===== src/rtl/icache_pkg.sv =====
// Shared constants, state encoding and address helpers for the instruction-cache refill engine.
// Optional feature macro: CRITICAL_WORD_FIRST_EN (see icache_refill.sv).
package icache_pkg;

  localparam int ADDR_W         = 16;
  localparam int WORD_W         = 16;
  localparam int WORDS_PER_LINE = 4;
  localparam int LINE_W         = WORD_W * WORDS_PER_LINE;
  localparam int OFFSET_BITS    = 3;
  localparam int IDX_W          = $clog2(WORDS_PER_LINE);

  typedef enum logic [1:0] {
    IDLE,
    FILL,
    WRITE,
    SETTLE
  } refill_state_t;

  function automatic logic [ADDR_W-1:0] line_base(input logic [ADDR_W-1:0] addr);
    return {addr[ADDR_W-1:OFFSET_BITS], {OFFSET_BITS{1'b0}}};
  endfunction

  // Bit 0 of a fetch address is a byte offset inside a 16-bit word and never selects a word.
  function automatic logic [IDX_W-1:0] word_index(input logic [ADDR_W-1:0] addr);
    return addr[OFFSET_BITS-1:1];
  endfunction

  function automatic logic [ADDR_W-1:0] word_addr(input logic [ADDR_W-1:0] base,
                                                  input logic [IDX_W-1:0]  idx);
    return base + ADDR_W'({idx, 1'b0});
  endfunction

endpackage


===== src/rtl/icache_refill_if.sv =====
// Fetch, memory and cache-fill signals of the refill engine, bundled as one interface.
// Optional feature macro: CRITICAL_WORD_FIRST_EN adds out_cw_vld.
interface icache_refill_if;
  import icache_pkg::*;

  logic [ADDR_W-1:0] inp_address;
  logic              inp_fetch_vld;
  logic              inp_hit;
  logic              out_stall;

  logic              out_mem_req;
  logic [ADDR_W-1:0] out_mem_addr;
  logic              inp_mem_ready;
  logic [WORD_W-1:0] inp_mem_data;

  logic [LINE_W-1:0] out_lineData;
  logic              out_fill;
  logic [ADDR_W-1:0] out_fill_addr;
`ifdef CRITICAL_WORD_FIRST_EN
  logic              out_cw_vld;
`endif

  // Refill engine side.
  modport master (
    input  inp_address, inp_fetch_vld, inp_hit, inp_mem_ready, inp_mem_data,
    output out_stall, out_mem_req, out_mem_addr, out_lineData, out_fill, out_fill_addr
`ifdef CRITICAL_WORD_FIRST_EN
    , output out_cw_vld
`endif
  );

  // Fetch stage / memory / cache side.
  modport slave (
    output inp_address, inp_fetch_vld, inp_hit, inp_mem_ready, inp_mem_data,
    input  out_stall, out_mem_req, out_mem_addr, out_lineData, out_fill, out_fill_addr
`ifdef CRITICAL_WORD_FIRST_EN
    , input out_cw_vld
`endif
  );

endinterface


===== src/rtl/icache_line_buf.sv =====
// Four-word line assembly buffer: one indexed write port, flat 64-bit read, async active-low clear.
module icache_line_buf
  import icache_pkg::*;
(
  input  logic              clk,
  input  logic              rst_n,
  input  logic              wr_en,
  input  logic [IDX_W-1:0]  wr_idx,
  input  logic [WORD_W-1:0] wr_data,
  output logic [LINE_W-1:0] line_data
);

  for (genvar gi = 0; gi < WORDS_PER_LINE; gi++) begin : g_word
    logic [WORD_W-1:0] word_reg;

    always_ff @(posedge clk or negedge rst_n) begin
      if (!rst_n) begin
        word_reg <= '0;
      end else if (wr_en && (wr_idx == IDX_W'(gi))) begin
        word_reg <= wr_data;
      end
    end

    assign line_data[gi*WORD_W +: WORD_W] = word_reg;
  end

endmodule


===== src/rtl/icache_refill.sv =====
// Instruction-cache miss engine: fetches a 4-beat line from 16-bit memory and pulses one fill write.
// Optional feature macro: CRITICAL_WORD_FIRST_EN (start the burst at the missed word, wrap in-line).
module icache_refill
  import icache_pkg::*;
(
  input  logic            inp_clk,
  input  logic            inp_rst_n,
  icache_refill_if.master bus
);

  refill_state_t     state_reg, state_next;
  logic [ADDR_W-1:0] base_reg, base_next;
  logic [IDX_W-1:0]  beat_reg, beat_next;
  logic [IDX_W-1:0]  word_idx;
  logic [LINE_W-1:0] line_flat;

  logic              miss;
  logic              accept;
  logic              stall;
  logic              mem_req;
  logic [ADDR_W-1:0] mem_addr;
  logic              fill;
  logic [ADDR_W-1:0] fill_addr;

`ifdef CRITICAL_WORD_FIRST_EN
  logic [IDX_W-1:0]  start_reg, start_next;
  logic              cw_vld_reg;

  // beat_reg counts accepted beats; the word slot wraps inside the line from the missed word.
  assign word_idx = start_reg + beat_reg;
`else
  assign word_idx = beat_reg;
`endif

  assign miss   = bus.inp_fetch_vld & ~bus.inp_hit;
  assign accept = (state_reg == FILL) & bus.inp_mem_ready;

  always_ff @(posedge inp_clk or negedge inp_rst_n) begin
    if (!inp_rst_n) begin
      state_reg <= IDLE;
      base_reg  <= '0;
      beat_reg  <= '0;
    end else begin
      state_reg <= state_next;
      base_reg  <= base_next;
      beat_reg  <= beat_next;
    end
  end

`ifdef CRITICAL_WORD_FIRST_EN
  // cw_vld rises in the cycle after the first beat lands, when that word is readable on out_lineData.
  always_ff @(posedge inp_clk or negedge inp_rst_n) begin
    if (!inp_rst_n) begin
      start_reg  <= '0;
      cw_vld_reg <= 1'b0;
    end else begin
      start_reg  <= start_next;
      cw_vld_reg <= accept && (beat_reg == '0);
    end
  end
`endif

  always_comb begin
    state_next = state_reg;
    base_next  = base_reg;
    beat_next  = beat_reg;
`ifdef CRITICAL_WORD_FIRST_EN
    start_next = start_reg;
`endif
    stall      = 1'b0;
    mem_req    = 1'b0;
    mem_addr   = '0;
    fill       = 1'b0;
    fill_addr  = '0;

    unique case (state_reg)
      IDLE: begin
        stall = miss;
        if (miss) begin
          base_next  = line_base(bus.inp_address);
          beat_next  = '0;
`ifdef CRITICAL_WORD_FIRST_EN
          start_next = word_index(bus.inp_address);
`endif
          state_next = FILL;
        end
      end

      FILL: begin
        stall    = 1'b1;
        mem_req  = 1'b1;
        mem_addr = word_addr(base_reg, word_idx);
        if (bus.inp_mem_ready) begin
          beat_next = beat_reg + IDX_W'(1);
          if (beat_reg == IDX_W'(WORDS_PER_LINE - 1)) begin
            state_next = WRITE;
          end
        end
      end

      WRITE: begin
        stall      = 1'b1;
        fill       = 1'b1;
        fill_addr  = base_reg;
        state_next = SETTLE;
      end

      // The cache needs one cycle after the write before its hit flag reflects the new line.
      SETTLE: begin
        stall      = 1'b1;
        state_next = IDLE;
      end

      default: begin
        state_next = IDLE;
      end
    endcase
  end

  icache_line_buf u_line_buf (
    .clk       (inp_clk),
    .rst_n     (inp_rst_n),
    .wr_en     (accept),
    .wr_idx    (word_idx),
    .wr_data   (bus.inp_mem_data),
    .line_data (line_flat)
  );

  assign bus.out_stall     = stall;
  assign bus.out_mem_req   = mem_req;
  assign bus.out_mem_addr  = mem_addr;
  assign bus.out_fill      = fill;
  assign bus.out_fill_addr = fill_addr;
  assign bus.out_lineData  = line_flat;
`ifdef CRITICAL_WORD_FIRST_EN
  assign bus.out_cw_vld    = cw_vld_reg;
`endif

endmodule


===== src/flat_wrapper.sv =====
// flat-port wrapper written by rule: the top's interface ports become plain ports
module icache_refill_flat import icache_pkg::*;
  (inp_clk, inp_rst_n, bus_inp_address, bus_inp_fetch_vld, bus_inp_hit, bus_inp_mem_ready, bus_inp_mem_data, bus_out_stall, bus_out_mem_req, bus_out_mem_addr, bus_out_lineData, bus_out_fill, bus_out_fill_addr);
  icache_refill_if bus_i ();
  input  logic inp_clk;
  input  logic inp_rst_n;
  input wire logic [$bits(bus_i.inp_address)-1:0] bus_inp_address;
  input wire logic [$bits(bus_i.inp_fetch_vld)-1:0] bus_inp_fetch_vld;
  input wire logic [$bits(bus_i.inp_hit)-1:0] bus_inp_hit;
  input wire logic [$bits(bus_i.inp_mem_ready)-1:0] bus_inp_mem_ready;
  input wire logic [$bits(bus_i.inp_mem_data)-1:0] bus_inp_mem_data;
  output wire logic [$bits(bus_i.out_stall)-1:0] bus_out_stall;
  output wire logic [$bits(bus_i.out_mem_req)-1:0] bus_out_mem_req;
  output wire logic [$bits(bus_i.out_mem_addr)-1:0] bus_out_mem_addr;
  output wire logic [$bits(bus_i.out_lineData)-1:0] bus_out_lineData;
  output wire logic [$bits(bus_i.out_fill)-1:0] bus_out_fill;
  output wire logic [$bits(bus_i.out_fill_addr)-1:0] bus_out_fill_addr;
  assign bus_i.inp_address = bus_inp_address;
  assign bus_i.inp_fetch_vld = bus_inp_fetch_vld;
  assign bus_i.inp_hit = bus_inp_hit;
  assign bus_i.inp_mem_ready = bus_inp_mem_ready;
  assign bus_i.inp_mem_data = bus_inp_mem_data;
  assign bus_out_stall = bus_i.out_stall;
  assign bus_out_mem_req = bus_i.out_mem_req;
  assign bus_out_mem_addr = bus_i.out_mem_addr;
  assign bus_out_lineData = bus_i.out_lineData;
  assign bus_out_fill = bus_i.out_fill;
  assign bus_out_fill_addr = bus_i.out_fill_addr;
  icache_refill u_core (.inp_clk(inp_clk), .inp_rst_n(inp_rst_n), .bus(bus_i));
endmodule

===== config.mk =====
export PLATFORM = sky130hd
export DESIGN_NAME = icache_refill_flat
export DESIGN_NICKNAME = d
export VERILOG_FILES = /design/src/rtl/icache_pkg.sv /design/src/rtl/icache_refill_if.sv /design/src/rtl/icache_line_buf.sv /design/src/rtl/icache_refill.sv /design/src/flat_wrapper.sv
export SDC_FILE = /design/constraint.sdc
export NUM_CORES = 1
export LEC_CHECK = 0
export BUFFER_PORTS_ARGS = -buffer_cell sky130_fd_sc_hd__buf_2
export CAP_MARGIN = 20
export CORE_MARGIN = 2
export CORE_UTILIZATION = 42
export CTS_BUF_LIST = sky130_fd_sc_hd__clkbuf_4 sky130_fd_sc_hd__clkbuf_8
export DETAILED_ROUTE_END_ITERATION = 6
export GPL_TIMING_DRIVEN = 0
export PLACE_DENSITY = 0.73
export SLEW_MARGIN = 20
export SYNTH_ARGS = -nofsm -noshare
export SYNTH_HDL_FRONTEND = slang
export SYNTH_HIERARCHICAL = 1
export SYNTH_SLANG_ARGS = --single-unit

===== constraint.sdc =====
create_clock -name inp_clk -period 2.2 [get_ports inp_clk]
set_input_delay 0.11 -clock inp_clk [delete_from_list [all_inputs] [get_ports inp_clk]]
set_output_delay 0.11 -clock inp_clk [all_outputs]
set_load 0.02 [all_outputs]

After elaboration in Yosys (flattened, before gate mapping)
Index checks and enable logic that the tools add are counted.
{"block": "op_classes", "add_sub_neg": 2, "mul": 0, "n_div": 0, "magnitude_cmp": 0, "eq_ne": 9, "shifts": 0, "mux": 12, "bitwise_logic": 3, "n_reduce_logical": 11}
{"op": "2-to-1 mux 16 bit", "n": 2}
{"op": "adder 16 x 3 -> 16 bit", "n": 1}
{"op": "2-to-1 mux 2 bit", "n": 5}
{"op": "== test 2 bit (second input constant)", "n": 4}
{"op": "case mux 2 bit (4 select lines)", "n": 1}
{"op": "AND reduction 3 bit", "n": 2}
{"op": "== test 2 x 1 -> 1 bit (second input constant)", "n": 2}
{"op": "logical AND 1 bit", "n": 4}
{"op": "zero test 2 bit", "n": 2}
{"op": "!= test 2 bit (second input constant)", "n": 2}
{"op": "case mux 2 bit (2 select lines)", "n": 1}
{"op": "OR reduction 3 bit", "n": 1}
{"op": "adder 2 x 1 -> 2 bit (second input constant)", "n": 1}
{"op": "AND 1 bit", "n": 2}
{"op": "2-to-1 mux 1 bit", "n": 2}
{"op": "!= test 2 x 1 -> 1 bit (second input constant)", "n": 1}
{"op": "case mux 1 bit (2 select lines)", "n": 1}
{"op": "AND reduction 2 bit", "n": 1}
{"op": "nonzero test 2 bit", "n": 1}
{"op": "inverter 1 bit", "n": 1}
{"block": "word_totals", "ff_bits": 81, "latch_bits": 0, "mem_bits_rw": 0, "rom_bits": 0, "in_bits": 37, "output_inout_bits": 99, "word_cells": 44, "n_memories": 0}

Longest topological paths before layout
Gate-level depths: netlist of the first run.
{"block": "logic_depth", "word_depth": 4, "depth_mapped": 8, "depth_no_buf": 6}

Cells and area by module
The synthesis of the first run kept the hierarchy.
{"mod": "icache_line_buf", "n_inst": 1, "cells_each": 136, "area_each_um2": 2411.1, "seq_area_each_um2": 1601.5}
{"mod": "icache_refill", "n_inst": 1, "cells_each": 93, "area_each_um2": 997.2, "seq_area_each_um2": 425.4}

Least setup slack after synthesis of the first run
OpenSTA, ideal clock, no wires.
{"block": "synth_timing", "kind": "register to register", "start": "reg u_core.state_reg[1]", "end": "reg u_core.u_line_buf.g_word[0].word_reg[10]", "setup_time_ns": 0.125, "t_arrival_ns": 2.017, "required_ns": 2.075, "slack_ns": 0.058, "path_stages_with_launch": 9, "n_path_buf": 2, "period_less_slack_ns": 2.142, "path_cell_list": "dfrtp_1 -> inv_1 -> ha_1 -> clkbuf_2 -> nand2_1 -> inv_1 -> nor3b_4 -> buf_6 -> mux2_2"}
{"block": "synth_between", "elab_chain_len": 3}
{"element": "start: declaration", "line_no": "icache_refill.sv:11", "text": "refill_state_t state_reg, state_next;"}
{"element": "start signal: assignment", "line_no": "icache_refill.sv:44", "text": "state_reg <= state_next;"}
{"element": "== test 2 x 1 -> 1 bit", "line_no": "icache_refill.sv:36", "text": "assign accept = (state_reg == FILL) & bus.inp_mem_ready;"}
{"element": "AND 1 bit", "line_no": "icache_refill.sv:36"}
{"element": "net u_core.accept", "line_no": "icache_refill.sv:18", "text": "logic accept;"}
{"element": "logical AND 1 bit", "line_no": "icache_line_buf.sv:19", "text": "end else if (wr_en && (wr_idx == IDX_W'(gi))) begin"}
{"element": "end signal: assignment", "line_no": "icache_line_buf.sv:20", "text": "word_reg <= wr_data;"}
{"element": "end: declaration", "line_no": "icache_line_buf.sv:14", "text": "logic [WORD_W-1:0] word_reg;"}
The timed path passes the listed nets, and every way through them passes these cells.
A chain may end at the register's enable or synchronous reset.

Worst setup path after layout of the first run
{"block": "layout_timing", "start": "reg u_core.state_reg[1]", "end": "reg u_core.u_line_buf.g_word[3].word_reg[3]"}
{"block": "layout_between", "elab_chain_len": 3}
{"element": "== test 2 x 1 -> 1 bit", "line_no": "icache_refill.sv:36"}
{"element": "AND 1 bit", "line_no": "icache_refill.sv:36"}
{"element": "net u_core.accept", "line_no": "icache_refill.sv:18"}
{"element": "logical AND 1 bit", "line_no": "icache_line_buf.sv:19"}
{"element": "end signal: assignment", "line_no": "icache_line_buf.sv:20"}
{"element": "end: declaration", "line_no": "icache_line_buf.sv:14"}
The timed path passes the listed nets, and every way through them passes these cells.

==> impl_metrics.py, run 1 <==
metrics = {
    "detailed_routing": {
        "wl_per_cell_um": 14.91,
        "drt_wl_total_um": 7293,
        "drtIter0Drc": 44,
        "drc": 0,
        "dr_total_vias": 2313,
        "avgViaCountPerCell": 4.730,
        "ant_nets": 0,
        "drtPass1Iterations": 3,
    },
    "power": {
        "p_int_mw": 4.090,
        "power.switching_mw": 2.590,
        "vdd_drop_max_v": 0.0008646,
        "swShare": 0.3877,
        "combPwrFrac": 0.448,
        "p_per_area_mw_per_mm2": 1472,
        "power_leakage_nw": 2.414,
        "p_clk_frac": 0.178,
        "seqPwrFrac": 0.374,
    },
    "outcome": {
        "run_status": "complete, no violations",
    },
    "clocking": {
        "cts-root-buf": "clkbuf_8",
        "cts_buffers": 9,
        "cts_tree": "done",
        "clk_pin_slew_ns": 0.08,
        "h-tree-depth": 3,
        "clk_path_buf_depth": 2,
        "insertion_delay_ns": 0.34,
        "cts_sinks": 81,
    },
    "yosys": {
        "yosys-top-cells-area": "dfrtp_1 (59%), mux2_2 (26%), and2_1 (5.1%)",
        "avgSynthCellArea_um2": 14.88,
        "seq_area_frac_synth": 0.5947,
        "ys_types": 27,
        "synth_top_area_frac": 0.5947,
        "synth_seq_cells": 81,
        "synth_area_mm2": 0.003408,
        "synthCells": 229,
        "yosys.area.top_type": "dfrtp_1",
        "synth_warnings": 6,
    },
    "placement": {
        "hpwl_um": 5410,
        "place_congestion": 0.7372,
        "pre_cts_slack_ns": -0.1522,
        "port_buffers": 128,
    },
    "global_route": {
        "antenna_found_initial": 0,
        "grt_overflow": 0,
        "grt_pass1_vias": 2323,
        "grt_usage": 0.1678,
        "grt_pass1_wl_um": 11430,
        "grt_max_degree": 54,
    },
    "sta": {
        "finClkSkew_ns": 0.01502,
        "post-route-period-util": 0.9161,
        "setup_viol": 0,
        "max_freq_ghz": 0.4962,
        "period_needed_ns": 2.015,
        "fin_ws_ns": 0.1845,
        "slew_violations": 0,
        "rsz0062_at_grt": "no",
        "hold_violations": 0,
    },
    "worst_setup_path": {
        "slowest_delay_ns": 0.38,
        "r2r_slack_ns": 0.18,
        "critPathSlowestCell": "mux2_2",
        "r2r_cells": 8,
        "rr_endpoint": "u_core/u_line_buf/g_word[3].word_reg[3]",
        "critical_path_depth": 8,
        "crit_path_end": "u_core/u_line_buf/g_word[3].word_reg[3]",
        "critPathLaunchType": "flop",
        "cp-startpoint": "u_core/state_reg[1]",
        "cp-end-kind": "flop",
        "critPathArrivalTime_ns": 2.23,
        "crit_chain": "inv_1 > ha_1 > clkbuf_4 > nand2_1 > inv_2 > nand3_2 > buf_2 > mux2_2",
        "r2r_start": "u_core/state_reg[1]",
        "worst-setup-path-type": "reg -> reg",
        "cp.buffers_inverters": 4,
        "critPathTopFamily": "buffers and inverters",
        "cp_data_required_time_ns": 2.42,
        "path_max_fanout": 10,
    },
    "die": {
        "die_w_um": 94.08,
        "initial_core_util": 0.4365,
        "core-area_mm2": 0.007807,
        "die_h_um": 94.08,
        "num_rows": 32,
        "dieArea_mm2": 0.008851,
        "ios": 136,
    },
    "min_path": {
        "holdCritPathClass": "in -> reg",
    },
    "final_layout": {
        "antennaDiodeCount": 0,
        "drive_gt1_frac": 0.6253,
        "area_growth_syn_to_layout_pct": 33.15,
        "largest_reg_flops": 64,
        "fin_nets": 424,
        "post-route-util": 0.5813,
    },
    "job": {
        "cap_violations": 0,
    },
}
worst min path at each step:
stage	start	end	slack, ns	cells past startpoint
global placement	bus_inp_address[9]	u_core/base_reg[9]	0.34	2
detailed placement	inp_rst_n	u_core/u_line_buf/g_word[3].word_reg[6]	0.06	1
floorplan	inp_rst_n	u_core/base_reg[10]	-0.19	0
finish	bus_inp_address[10]	u_core/base_reg[10]	0.02	2
global route	bus_inp_address[14]	u_core/base_reg[14]	0.007	2
CTS	bus_inp_address[14]	u_core/base_reg[14]	0.0004	2
placed cells by master, fill, tap and decap left out, types with 2 or more instances in the layout:
master,netlist,routed
nand2_1,3,3
mux2_2,78,78
buf_2,1,128
buf_4,5,8
dlygate4sd3_1,0,8
nor2_1,2,2
buf_6,2,2
bufinv_16,0,2
nand3b_2,3,3
and2_1,28,28
dfrtp_1,81,81
ha_1,5,5
inv_1,4,3
clkbuf_8,1,10
conb_1,1,4
clkbuf_4,0,2
through the flow:
stage	total power, mW	hold slack [ns]	setup TNS (ns)	cell area (µm²)	cells
floorplan	4.471	-0.1856	0	3420	232
global placement	5.419	0.3420	-1.027	4188	462
detailed placement	5.531	0.05823	-1.435	4218	463
CTS	6.754	0.0004425	0	4534	489
global route	7.084	0.007443	0	4538	489
finish	6.680	0.01746	0	4538	489
final cells by class:
type | instances | area [µm²]
fill | 679 | 3269
sequential | 81 | 2027
multi-input combinational | 135 | 1286
timing repair buffer | 139 | 765.7
clock buffer | 10 | 131.4
tap | 102 | 127.6
buffer | 12 | 95.09
clock inverter | 6 | 90.09
inverter | 4 | 15.01
power by group through the flow:
stage	Clock (mW)	Sequential (mW)	Combinational [mW]
2_1_floorplan	0	3.11	1.36
3_3_place_gp	0	2.49	2.93
3_5_place_dp	0	2.53	3.00
4_1_cts	1.22	2.51	3.03
5_1_grt	1.29	2.59	3.21
6_report	1.19	2.50	2.99
layer usage:
layer | vias up | track usage | share of wire
met5 | - | 0 | 0
met4 | 0 | 0.05797 | 0.012
met3 | 8 | 0.03291 | 0.054
met2 | 75 | 0.2976 | 0.52
met1 | 1136 | 0.2030 | 0.41
li1 | 1094 | - | -
synth_stat cells:
library cell / instances
a211o_1: 1
a211oi_1: 1
a21o_1: 1
a21oi_1: 1
a221o_1: 1
a22oi_1: 1
and2_1: 28
and3_1: 1
buf_2: 1
buf_4: 5
buf_6: 2
clkbuf_1: 2
clkbuf_2: 1
clkbuf_8: 1
conb_1: 1
dfrtp_1: 81
ha_1: 5
inv_1: 4
mux2_2: 78
mux2i_1: 1
nand2_1: 3
nand2b_1: 1
nand3_1: 1
nand3_2: 1
nand3b_2: 3
nor2_1: 2
nor3b_4: 1
cells by family (layout without fill, tap and decap cells):
logic type / Yosys count / in the layout / share of synthesized area
AO/OA/AOI/OAI: 6 / 6 / 0.01358
adder cells (fa/ha/maj): 5 / 5 / 0.01836
buffers and inverters: 16 / 171 / 0.03120
flip-flops: 81 / 81 / 0.5947
multiplexers: 79 / 79 / 0.2606
other: 1 / 4 / 0.001100
AND/OR/NAND/NOR: 41 / 41 / 0.08040
what timing repair did:
action,CTS,global route
gates resized for setup,0,5
hold buffers,8,0
hold endpoints to repair,35,0
cloned,0,0
setup endpoints to repair,10,56
setup buffers,2,0
Note: power is estimated with default switching activity, not from simulation.
==> run 2: changes to the inputs <==
--- a/config.mk
+++ b/config.mk
@@ -12,7 +12,8 @@
 export CTS_BUF_LIST = sky130_fd_sc_hd__clkbuf_4 sky130_fd_sc_hd__clkbuf_8
 export DETAILED_ROUTE_END_ITERATION = 6
 export GPL_TIMING_DRIVEN = 0
-export PLACE_DENSITY = 0.73
+export PLACE_DENSITY = 0.76
+export SETUP_SLACK_MARGIN = 0.2
 export SLEW_MARGIN = 20
 export SYNTH_ARGS = -nofsm -noshare
 export SYNTH_HDL_FRONTEND = slang
==> constraint.sdc (replaced) <==
create_clock -name inp_clk -period 1.85 [get_ports inp_clk]
set_input_delay 0.0925 -clock inp_clk [delete_from_list [all_inputs] [get_ports inp_clk]]
set_output_delay 0.0925 -clock inp_clk [all_outputs]
set_load 0.02 [all_outputs]
==> run 2 against run 1 <==
- routed wire length rose by 13%
- worst setup slack got worse by 0.050 ns
- power rose by 31%
- non-clock buffer count rose by 24
- cell count rose by 4.7%
- clock-buffer cell count fell by 1
- clock skew fell by 0.0065 ns
- global-route usage rose by 1.2 points
- final area rose by 12%
==> impl_metrics.py, run 2 (synthesized netlist as in run 1, its figures left out) <==
metrics = {
    "die": {
        "core-area_mm2": 0.007807,
        "dieArea_mm2": 0.008851,
        "initial_core_util": 0.4365,
        "ios": 136,
        "die_h_um": 94.08,
        "die_w_um": 94.08,
        "num_rows": 32,
    },
    "worst_setup_path": {
        "critPathArrivalTime_ns": 1.94,
        "path_max_fanout": 5,
        "cp_data_required_time_ns": 2.08,
        "r2r_start": "u_core/state_reg[1]",
        "cp-startpoint": "u_core/state_reg[1]",
        "cp-end-kind": "flop",
        "worst-setup-path-type": "reg -> reg",
        "r2r_slack_ns": 0.13,
        "r2r_cells": 9,
        "critPathLaunchType": "flop",
        "rr_endpoint": "u_core/u_line_buf/g_word[0].word_reg[7]",
    },
    "power": {
        "vdd_drop_max_v": 0.001011,
        "power_leakage_nw": 2.692,
        "p_int_mw": 5.441,
        "p_clk_frac": 0.159,
        "combPwrFrac": 0.495,
        "p_per_area_mw_per_mm2": 1721,
        "swShare": 0.3788,
        "seqPwrFrac": 0.346,
        "power.switching_mw": 3.317,
        "total_power_mw": 8.759,
    },
    "global_route": {
        "grt_pass1_wl_um": 12140,
        "grt_overflow": 0,
        "grt_pass1_vias": 2366,
        "grt_max_degree": 46,
        "antenna_found_initial": 0,
        "grt_usage": 0.1797,
    },
    "job": {
        "cap_violations": 0,
    },
    "detailed_routing": {
        "wl_per_cell_um": 16.06,
        "drtIter0Drc": 42,
        "dr_total_vias": 2458,
        "avgViaCountPerCell": 4.801,
        "drc": 0,
        "drt_wl_total_um": 8223,
        "ant_nets": 0,
        "drtPass1Iterations": 4,
    },
    "sta": {
        "max_freq_ghz": 0.5830,
        "rsz0062_at_grt": "yes",
        "period_needed_ns": 1.715,
        "slew_violations": 0,
        "fin_tns_setup_ns": 0,
        "finClkSkew_ns": 0.008476,
        "hold_violations": 0,
        "setup_viol": 0,
        "post-route-period-util": 0.9272,
    },
    "final_layout": {
        "final_area_mm2": 0.005090,
        "final_cell_mix": "buf_2 (110), dfrtp_1 (79), mux2_2 (62)",
        "drive_gt1_frac": 0.6707,
        "largest_reg_flops": 64,
        "area_growth_syn_to_layout_pct": 49.34,
        "finalNonFillerCells": 512,
        "final_common_cell": "buf_2",
        "nFillCells": 615,
        "post-route-util": 0.6519,
        "fin_nets": 448,
        "antennaDiodeCount": 0,
    },
    "clocking": {
        "cts_buffers": 9,
        "cts-root-buf": "clkbuf_8",
        "insertion_delay_ns": 0.34,
        "clk_pin_slew_ns": 0.09,
        "clk_path_buf_depth": 2,
        "cts_sinks": 81,
        "h-tree-depth": 3,
        "cts_tree": "done",
    },
    "min_path": {
        "min_to": "u_core/u_line_buf/g_word[0].word_reg[6]",
        "min_path_cells": 2,
        "min_from": "bus_inp_mem_data[6]",
        "holdCritPathClass": "in -> reg",
    },
    "placement": {
        "placed_cell_area_mm2": 0.004289,
        "port_buffers": 128,
        "dp.cells": 463,
        "place_congestion": 0.8000,
        "hpwl_um": 5437,
    },
    "outcome": {
        "run_status": "complete, no violations",
    },
}
==> run 2: changes by cell type in the layout (fill, tap and decap cells not counted), moves of 3 or more <==
cell and delta:
dlygate4sd3_1 +8, buf_8 +4, ha_4 +3, buf_4 +12
buf_12 +3, and2_4 +10, mux2_2 -16, buf_2 -18
mux2_4 +16, and2_1 -10, buf_6 +16, ha_1 -3
==> run 2: stage by stage <==
stage	worst slack [ns]	hold WS [ns]
2_1_floorplan	-0.02236	-0.2031
5_1_grt	0.08501	0.01400
6_report	0.1347	0.02380
4_1_cts	0.09693	0.002942
3_3_place_gp	-0.1941	0.3240
3_5_place_dp	-0.2269	0.08741
==> run 2: timing repair <==
item | in CTS | in global routing
hold endpoints to repair | 51 | 0
resized for setup | 21 | 54
gates cloned | 2 | 2
buffers inserted | 10 | 4
endpoints found under the setup margin | 72 | 68
hold buffers | 16 | 0
pin swaps | 1 | 0
==> run 2: final cells by class <==
type	count	area, µm²	share of cell area
plain buffers	12	150.1	0.02950
clock buffers	9	123.9	0.02434
clock inverters	6	92.59	0.01819
inverters	4	20.02	0.003933
multi-input cells	135	1441	0.2832
flip-flops and latches	81	2029	0.3987
well taps	102	127.6	0.02507
repair buffers	163	1105	0.2171
==> run 2: worst max-delay path by stage <==
| stage | to | cells after the start | slack (ns) |
|---|---|---|---|
| after global placement | u_core/u_line_buf/g_word[0].word_reg[12] | 8 | -0.19 |
| after CTS | u_core/u_line_buf/g_word[0].word_reg[9] | 9 | 0.1 |
| after global routing | u_core/u_line_buf/g_word[0].word_reg[10] | 9 | 0.09 |
| final | u_core/u_line_buf/g_word[0].word_reg[7] | 9 | 0.13 |
| after floorplan | u_core/u_line_buf/g_word[0].word_reg[10] | 8 | -0.02 |
| after detailed placement | u_core/u_line_buf/g_word[0].word_reg[9] | 8 | -0.23 |
==> run 2: metal layers <==
metal  routed length (µm)  GRT usage  part of all wire  vias up
li1                     -          -                 -     1132
met1                 3518     0.2351              0.43     1238
met2                 4206     0.2911              0.51       82
met3                  406    0.04334             0.049        6
met4                   91    0.06522             0.011        0
met5                    0          0                 0        -
==> run 2: critical path: stages, from the launching register on <==
cell and delay, ns:
dfrtp_1 0.39, inv_2 0.08, ha_4 0.14, buf_8 0.10, nand2_4 0.06, inv_6 0.07
nor3b_4 0.18, buf_6 0.15, buf_8 0.14, mux2_4 0.29
==> run 2: power groups by stage <==
| stage | logic (mW) | clock network (mW) | registers, mW |
|---|---|---|---|
| 3_5_place_dp | 3.66 | 0 | 3.04 |
| 6_report | 4.33 | 1.39 | 3.03 |
| 4_1_cts | 3.96 | 1.44 | 3.01 |
| 5_1_grt | 4.60 | 1.50 | 3.13 |
| 3_3_place_gp | 3.58 | 0 | 2.99 |
| 2_1_floorplan | 1.75 | 0 | 3.71 |
